<file path="src/rtl/rf_wport_arbiter.sv">
// rf_wport_arbiter: shares the single regfile write port between the in-order
// write-back stage (always first) and a small FIFO of multi-cycle async results.
// An age counter on the FIFO head requests a pipeline stall so buffered results
// always drain, and a busy bitmap flags registers with outstanding async writes.
//
// Async result handshake: a result transfers on a posedge where as_valid_i and
// as_ready_o are both 1; as_ready_o depends only on buffer occupancy and rst,
// never on as_valid_i, and a transferred result addressed to r0 is discarded.
module rf_wport_arbiter #(
  parameter int DATA_W    = 32,
  parameter int ADDR_W    = 5,
  parameter int BUF_DEPTH = 2,
  parameter int MAX_WAIT  = 4
) (
  input  logic              clk,
  input  logic              rst,
  input  logic              wb_we_i,
  input  logic [ADDR_W-1:0] wb_waddr_i,
  input  logic [DATA_W-1:0] wb_wdata_i,
  input  logic              iss_valid_i,
  input  logic [ADDR_W-1:0] iss_addr_i,
  input  logic              as_valid_i,
  output logic              as_ready_o,
  input  logic [ADDR_W-1:0] as_addr_i,
  input  logic [DATA_W-1:0] as_data_i,
  output logic              rf_we_o,
  output logic [ADDR_W-1:0] rf_waddr_o,
  output logic [DATA_W-1:0] rf_wdata_o,
  input  logic [ADDR_W-1:0] raddr1_i,
  input  logic [ADDR_W-1:0] raddr2_i,
  output logic              rd1_busy_o,
  output logic              rd2_busy_o,
  output logic              stall_req_o
);

  localparam int PTR_W  = (BUF_DEPTH > 1) ? $clog2(BUF_DEPTH) : 1;
  localparam int CNT_W  = $clog2(BUF_DEPTH + 1);
  localparam int WAIT_W = $clog2(MAX_WAIT + 1);
  localparam int NREG   = 1 << ADDR_W;

  // FIFO storage and bookkeeping
  logic [ADDR_W-1:0] buf_addr_q [BUF_DEPTH];
  logic [DATA_W-1:0] buf_data_q [BUF_DEPTH];
  logic [PTR_W-1:0]  rd_ptr_q, rd_ptr_d;
  logic [PTR_W-1:0]  wr_ptr_q, wr_ptr_d;
  logic [CNT_W-1:0]  count_q, count_d;
  logic [WAIT_W-1:0] wait_q, wait_d;
  logic [NREG-1:0]   busy_q, busy_d;

  logic              wb_win;
  logic              buf_nonempty;
  logic              push;
  logic              pop;
  logic [ADDR_W-1:0] head_addr;
  logic [DATA_W-1:0] head_data;

  assign wb_win       = wb_we_i && (wb_waddr_i != '0);
  assign buf_nonempty = (count_q != '0);
  assign head_addr    = buf_addr_q[rd_ptr_q];
  assign head_data    = buf_data_q[rd_ptr_q];
  assign as_ready_o   = !rst && (count_q < CNT_W'(BUF_DEPTH));
  assign push         = as_valid_i && as_ready_o && (as_addr_i != '0);
  assign pop          = !rst && !wb_win && buf_nonempty;

  // Write-port mux: write-back wins, otherwise drain the FIFO head
  always_comb begin
    rf_we_o    = 1'b0;
    rf_waddr_o = '0;
    rf_wdata_o = '0;
    if (!rst) begin
      if (wb_win) begin
        rf_we_o    = 1'b1;
        rf_waddr_o = wb_waddr_i;
        rf_wdata_o = wb_wdata_i;
      end else if (buf_nonempty) begin
        rf_we_o    = 1'b1;
        rf_waddr_o = head_addr;
        rf_wdata_o = head_data;
      end
    end
  end

  // Next-state for pointers, occupancy, head age counter and busy bitmap
  always_comb begin
    rd_ptr_d = rd_ptr_q;
    wr_ptr_d = wr_ptr_q;
    count_d  = count_q;
    wait_d   = wait_q;
    busy_d   = busy_q;

    if (push) wr_ptr_d = wr_ptr_q + PTR_W'(1);
    if (pop)  rd_ptr_d = rd_ptr_q + PTR_W'(1);

    case ({push, pop})
      2'b10:   count_d = count_q + CNT_W'(1);
      2'b01:   count_d = count_q - CNT_W'(1);
      default: count_d = count_q;
    endcase

    // Age of the head entry: reset when it leaves or nothing is queued
    if (!buf_nonempty || pop) begin
      wait_d = '0;
    end else if (wait_q != WAIT_W'(MAX_WAIT)) begin
      wait_d = wait_q + WAIT_W'(1);
    end

    // Clear on commit first so a same-cycle reissue keeps the bit set
    if (pop) busy_d[head_addr] = 1'b0;
    if (iss_valid_i && (iss_addr_i != '0)) busy_d[iss_addr_i] = 1'b1;
  end

  // State registers with synchronous reset
  always_ff @(posedge clk) begin
    if (rst) begin
      rd_ptr_q <= '0;
      wr_ptr_q <= '0;
      count_q  <= '0;
      wait_q   <= '0;
      busy_q   <= '0;
    end else begin
      rd_ptr_q <= rd_ptr_d;
      wr_ptr_q <= wr_ptr_d;
      count_q  <= count_d;
      wait_q   <= wait_d;
      busy_q   <= busy_d;
    end
  end

  // FIFO payload; validity is tracked by count_q so no reset is needed
  always_ff @(posedge clk) begin
    if (push) begin
      buf_addr_q[wr_ptr_q] <= as_addr_i;
      buf_data_q[wr_ptr_q] <= as_data_i;
    end
  end

  // Registered stall request and combinational scoreboard lookups
  assign stall_req_o = !rst && (wait_q == WAIT_W'(MAX_WAIT));
  assign rd1_busy_o  = !rst && busy_q[raddr1_i] && (raddr1_i != '0);
  assign rd2_busy_o  = !rst && busy_q[raddr2_i] && (raddr2_i != '0);

endmodule

</file>
<file path="config.mk">
export PLATFORM = sky130hd
export DESIGN_NAME = rf_wport_arbiter
export DESIGN_NICKNAME = d
export VERILOG_FILES = /design/src/rtl/rf_wport_arbiter.sv
export SDC_FILE = /design/constraint.sdc
export NUM_CORES = 1
export LEC_CHECK = 0
export CAP_MARGIN = 10
export CORE_UTILIZATION = 55
export CTS_BUF_LIST = sky130_fd_sc_hd__clkbuf_8
export CTS_CLUSTER_SIZE = 40
export DETAILED_ROUTE_END_ITERATION = 12
export PLACE_DENSITY_LB_ADDON = 0.2
export SYNTH_ARGS = -nofsm -noshare
export SYNTH_HDL_FRONTEND = slang
export SYNTH_SLANG_ARGS = --single-unit
</file>
<file path="constraint.sdc">
create_clock -name clk -period 6.1 [get_ports clk]
set_input_delay 0.61 -clock clk [delete_from_list [all_inputs] [get_ports clk]]
set_output_delay 0.61 -clock clk [all_outputs]
set_load 0.01 [all_outputs]
</file>
After elaboration in Yosys (flattened, before gate mapping)
Memories as Yosys holds them, arrays and structs flattened. A register that Yosys moved wholly into a read port is not among the register bits.
Index checks and enable logic that the tools add are counted.
{ "totals": {"input_bits": 94, "mem_bits_rw": 74, "elab_cells": 78, "memories": 2, "output_inout_bits": 42, "register_bits": 39} }
{ "op_classes": {"n_lt_le_gt_ge": 7, "n_mux": 26, "eq_ne": 4, "add_sub_neg": 5, "bitwise_logic": 3, "n_reduce_logical": 26} }
{ "mem_list": {"columns": ["memory", "words", "word_bits", "rd", "rd_ports_with_merged_regs", "write_ports", "line", "rtl"], "rows": [
  ["buf_data_q", 2, 32, 1, 1, 1, "43", "logic [DATA_W-1:0] buf_data_q [BUF_DEPTH];"],
  ["buf_addr_q", 2, 5, 1, 1, 1, "42", "logic [ADDR_W-1:0] buf_addr_q [BUF_DEPTH];"]
]} }
{ "op_table": {"columns": ["cell", "count"], "rows": [
  ["two-way mux 32 bit", 5],
  ["bitwise AND 32 bit", 1],
  ["NOT 32 bit", 1],
  ["bitwise OR 32 bit", 1],
  ["nonzero test 5 bit", 5],
  ["less-than comparator 5 x 6 -> 1 bit, second input constant", 4],
  ["two-way mux 5 bit", 3],
  ["logical AND 1 bit", 14],
  ["two-way mux 1 bit", 13],
  ["binary-select mux 1 bit (select 5 bit)", 2],
  ["demux 1 bit (select 5 bit)", 2],
  [">= comparator 5 x 1 -> 1 bit, second input constant", 2],
  ["case mux 2 bit (2 select lines)", 1],
  ["nonzero test 2 bit", 2],
  ["adder 3 x 1 -> 3 bit, second input constant", 1],
  ["== test 3 bit, second input constant", 1],
  ["logical NOT 1 bit", 3],
  ["!= test 3 bit, second input constant", 1],
  ["adder 1 bit, second input constant", 2],
  ["adder 2 x 1 -> 2 bit, second input constant", 1],
  ["== test 2 x 1 -> 1 bit, second input constant", 1],
  ["== test 2 bit, second input constant", 1],
  ["less-than comparator 2 bit, second input constant", 1],
  ["OR reduction 2 bit", 1],
  ["2 further kinds", 2]
]} }

Depth between registers and ports, before layout
{ "logic_depth": {"depth_word": 9, "ltp_mapped": 10, "mapped_depth_nobuf": 8} }

Worst setup path after synthesis
No wires, ideal clock.
{ "synth_timing": {"path_type": "input-to-reg", "start": "in rst", "end": "mem buf_addr_q[0][0], enable pin", "t_arrival_ps": 2758, "path_stages": 4, "setup_time_ps": 431, "t_required_ps": 5669, "slack_ps": 2911, "cell_sequence": "clkbuf_8 nor2_1 o211ai_1 nor2_1"} }
{ "synth_via": {"elab_chain_len": 6} }
{ "synth_rtl": {"columns": ["item", "line", "rtl"], "rows": [
  ["start, declared", "16", "input logic rst,"],
  ["logical NOT 1 bit", "61", "assign as_ready_o = !rst && (count_q < CNT_W'(BUF_DEPTH));"],
  ["logical AND 1 bit", "61", null],
  ["via as_ready_o", "23", "output logic as_ready_o,"],
  ["logical AND 1 bit (2 in a row)", "62", "assign push = as_valid_i && as_ready_o && (as_addr_i != '0);"],
  ["two-way mux 1 bit", "131", "if (push) begin"],
  ["two-way mux 1 bit (implied by the code)", "132", "buf_addr_q[wr_ptr_q] <= as_addr_i;"],
  ["end, declared", "42", null]
]} }
The timed path passes the listed nets, and every way through them passes these cells.

Final worst setup path
{ "layout_timing": {"start": "in rst", "end": "out rf_wdata_o[21]"} }
{ "layout_via": {"elab_chain_len": 1} }
{ "layout_rtl": {"columns": ["item", "line", "rtl"], "rows": [
  ["two-way mux 32 bit", "70", "if (!rst) begin"],
  ["end, declared", "28", "output logic [DATA_W-1:0] rf_wdata_o,"]
]} }
No other way between the ends.

==> metrics.txt <==
status finished clean; Diodes inserted 0; clk_lat worst skew 0.42 ns; synthesized area per cell 12.62 um^2; Placer Congestion 0.9688; VDD IR max 0.0002091 V; initial DRC count 241; count leader, synth edfxtp_1; Die Wd 101.3 um; asr flop ratio synth 0%; total number of vias 4292; leading area contributor after synthesis edfxtp_1; crit end category primary output; drt wl/cell 19.15 um; CTS Buf Count 17; Post-synth EDFFs 74; sequential share of the synthesized area 55.34%; hold_ws 0.4836 ns; Core Rows 35; Max Fanout on Critical Path 37; Int Pwr 1.347 mW; IO Count 136; Final HPWL DP 9335 um; Final Max Slew Viols 0; synthesized flop and latch total 113; CP startpoint kind input port; multi-input logic area 0.002248 mm^2; Residual DRC 0; Setup Skew 0.01204 ns; clock buffer depth 2; Post-CTS Setup Bufs 0; RSZ-0062 raised after global routing false; Synth Instances 430; WS Path Type input port to primary output; largest net degree at the start of global routing 38; Pwr Density 252.7 mW/mm^2; Yosys cell types 41; PostCTS Resize Cnt 0; Vias/cell 6.123; Synth Warn # 0; max cap viols 0; chip height 101.3 um; Mapped Nets 527; Hold Buf Count CTS 0; worst path required time 5.49 ns; CORE AREA 0.009415 mm^2; area delta synth->final 32.76%; Detailed Route WL 13420 um; clock root buffer clkbuf_8; CTS tree yes; number of antenna violations at the first check in global routing 0; CP peak stage delay 0.99 ns; total global routing overflow 0; ys flop type edfxtp_1; Fmax 252.2 MHz; Hold Path Class flop to flop; nets 656; Final Hold Violating Endpoints 0; fin crit share 65.01%; mapped cell area 0.005426 mm^2; first-pass GRT wire length 20800 um; fin crit period 3.966 ns; Top cell by count, worst path clkdlybuf4s50_1; DRT Pass-1 Iters 5; vias in the first global route 4269; Logic pwr share 14.5%; H-tree Lvls 4; gr usage total 27.24%; Flop pwr share 47.4%; fillers 604; Antenna Nets Post-Route 0; synth top area cells edfxtp_1, dfxtp_1, mux2i_1; Worst Tran Pin Value 1.150 ns; Arr. time, crit path 3.36 ns; crit-path cells clkdlybuf4s50_1 -> o21ba_2 -> nand2_1 -> buf_4 -> o2bb2ai_1 -> clkdlybuf4s50_1; Setup-failing EPs final 0; Die Area 0.01027 mm^2; Rel. slew slack 23.06%; share of layout cells above drive strength 1 9.091%; top-area cell type share of the netlist area 40.95%; clk slew on worst S/H paths 0.07 ns; Net Sw Frac 26.01%; Port Buffers 135; Initial Util 57.63%; Post-synth top cells edfxtp_1, mux2i_1, nand2_1, dfxtp_1, a21oi_1; Slowest-stage cell, CP clkdlybuf4s50_1; LEAKAGE 2.284 nW; Psw 0.4734 mW; FF/Latch Area 0.003004 mm^2; Sink Count 113; clock power share 38.1%; setup tns final 0 ns
## layout make-up
class | count | area share [%]
flip-flops and latches | 113 | 41.70
multi-input cells | 284 | 31.21
repair buffers | 139 | 19.17
clock buffers | 17 | 3.248
well taps | 129 | 2.240
clock inverters | 15 | 2.223
inverters | 4 | 0.2084
## layer usage
metal | up-vias | part of all wire, % | global-route usage, %
met5 | - | 0 | 0
met4 | 0 | 1.9 | 11.15
met3 | 30 | 9.0 | 8.351
met2 | 260 | 52 | 47.04
met1 | 2020 | 37 | 31.66
li1 | 1982 | - | -
## metrics by stage
step | instances | area (um^2) | power (mW) | util (%) | setup slack [ns]
CTS | 701 | 7204 | 1.822 | 76.52 | 2.193
global placement | 669 | 6810 | 1.130 | 72.33 | 2.298
detailed placement | 669 | 6810 | 1.139 | 72.33 | 2.215
global route | 701 | 7204 | 1.876 | 76.52 | 2.004
floorplan | 430 | 5426 | 1.003 | - | 2.911
finish | 701 | 7204 | 1.820 | 76.52 | 2.134
## critical path, delay by kind of cell
family,cells,cell delay (ns)
AOI/OAI and AO/OA,2,0.78
buffers and inverters,3,1.82
and+or+nand+nor,1,0.11
## sequential cells by signal, summed over array words and instances, names as in the netlist, named ones only
name	flops
wr_ptr_q	1
buf_addr_q	10
wait_q	3
count_q	2
busy_q	31
rd_ptr_q	1
buf_data_q	64
## power by group through the flow
| stage | Clock [mW] | Sequential [mW] | Combinational [mW] |
|---|---|---|---|
| floorplan | 0 | 0.871 | 0.132 |
| global placement | 0 | 0.877 | 0.253 |
| detailed placement | 0 | 0.879 | 0.261 |
| CTS | 0.695 | 0.862 | 0.264 |
| global route | 0.730 | 0.864 | 0.282 |
| finish | 0.693 | 0.862 | 0.265 |
## cells in the final DEF, fill, tap and decap left out, types with 3 or more instances in the layout
master / n
clkdlybuf4s50_1: 135
nor4b_1: 4
clkinv_4: 4
clkbuf_8: 17
xnor2_1: 3
mux2_2: 4
buf_4: 4
a21oi_1: 37
nor2_1: 23
nand2b_1: 4
nand2_1: 42
mux2i_1: 45
a311oi_1: 16
ha_1: 3
mux4_2: 6
o2bb2ai_1: 36
o41ai_1: 15
clkinvlp_4: 4
mux4_1: 8
nand3_1: 5
nor3_1: 3
or4_1: 4
o21ai_0: 4
inv_1: 4
inv_6: 3
dfxtp_1: 38
edfxtp_1: 74
## path summary, 6_finish.rpt
path                            slack, ns  cells after the start       start              to
worst min-delay path                 0.48                      2  busy_q[13]      busy_q[13]
worst max register to register       3.36                      5        flop      busy_q[24]
worst min register to register       0.48                      2  busy_q[13]      busy_q[13]
worst max-delay path                 2.13                      6         rst  rf_wdata_o[21]
## cells by family after synthesis
group / Yosys count / share of synthesized area (%)
AOI/OAI and AO/OA: 117 / 15.98
xor gates and xnor gates: 4 / 0.6457
adders and majority gates: 3 / 0.6918
buffers and inverters: 33 / 3.551
DFF: 113 / 55.34
muxes: 63 / 15.49
and+or+nand+nor: 97 / 8.300
No activity file was read; power rests on OpenSTA's default activity.
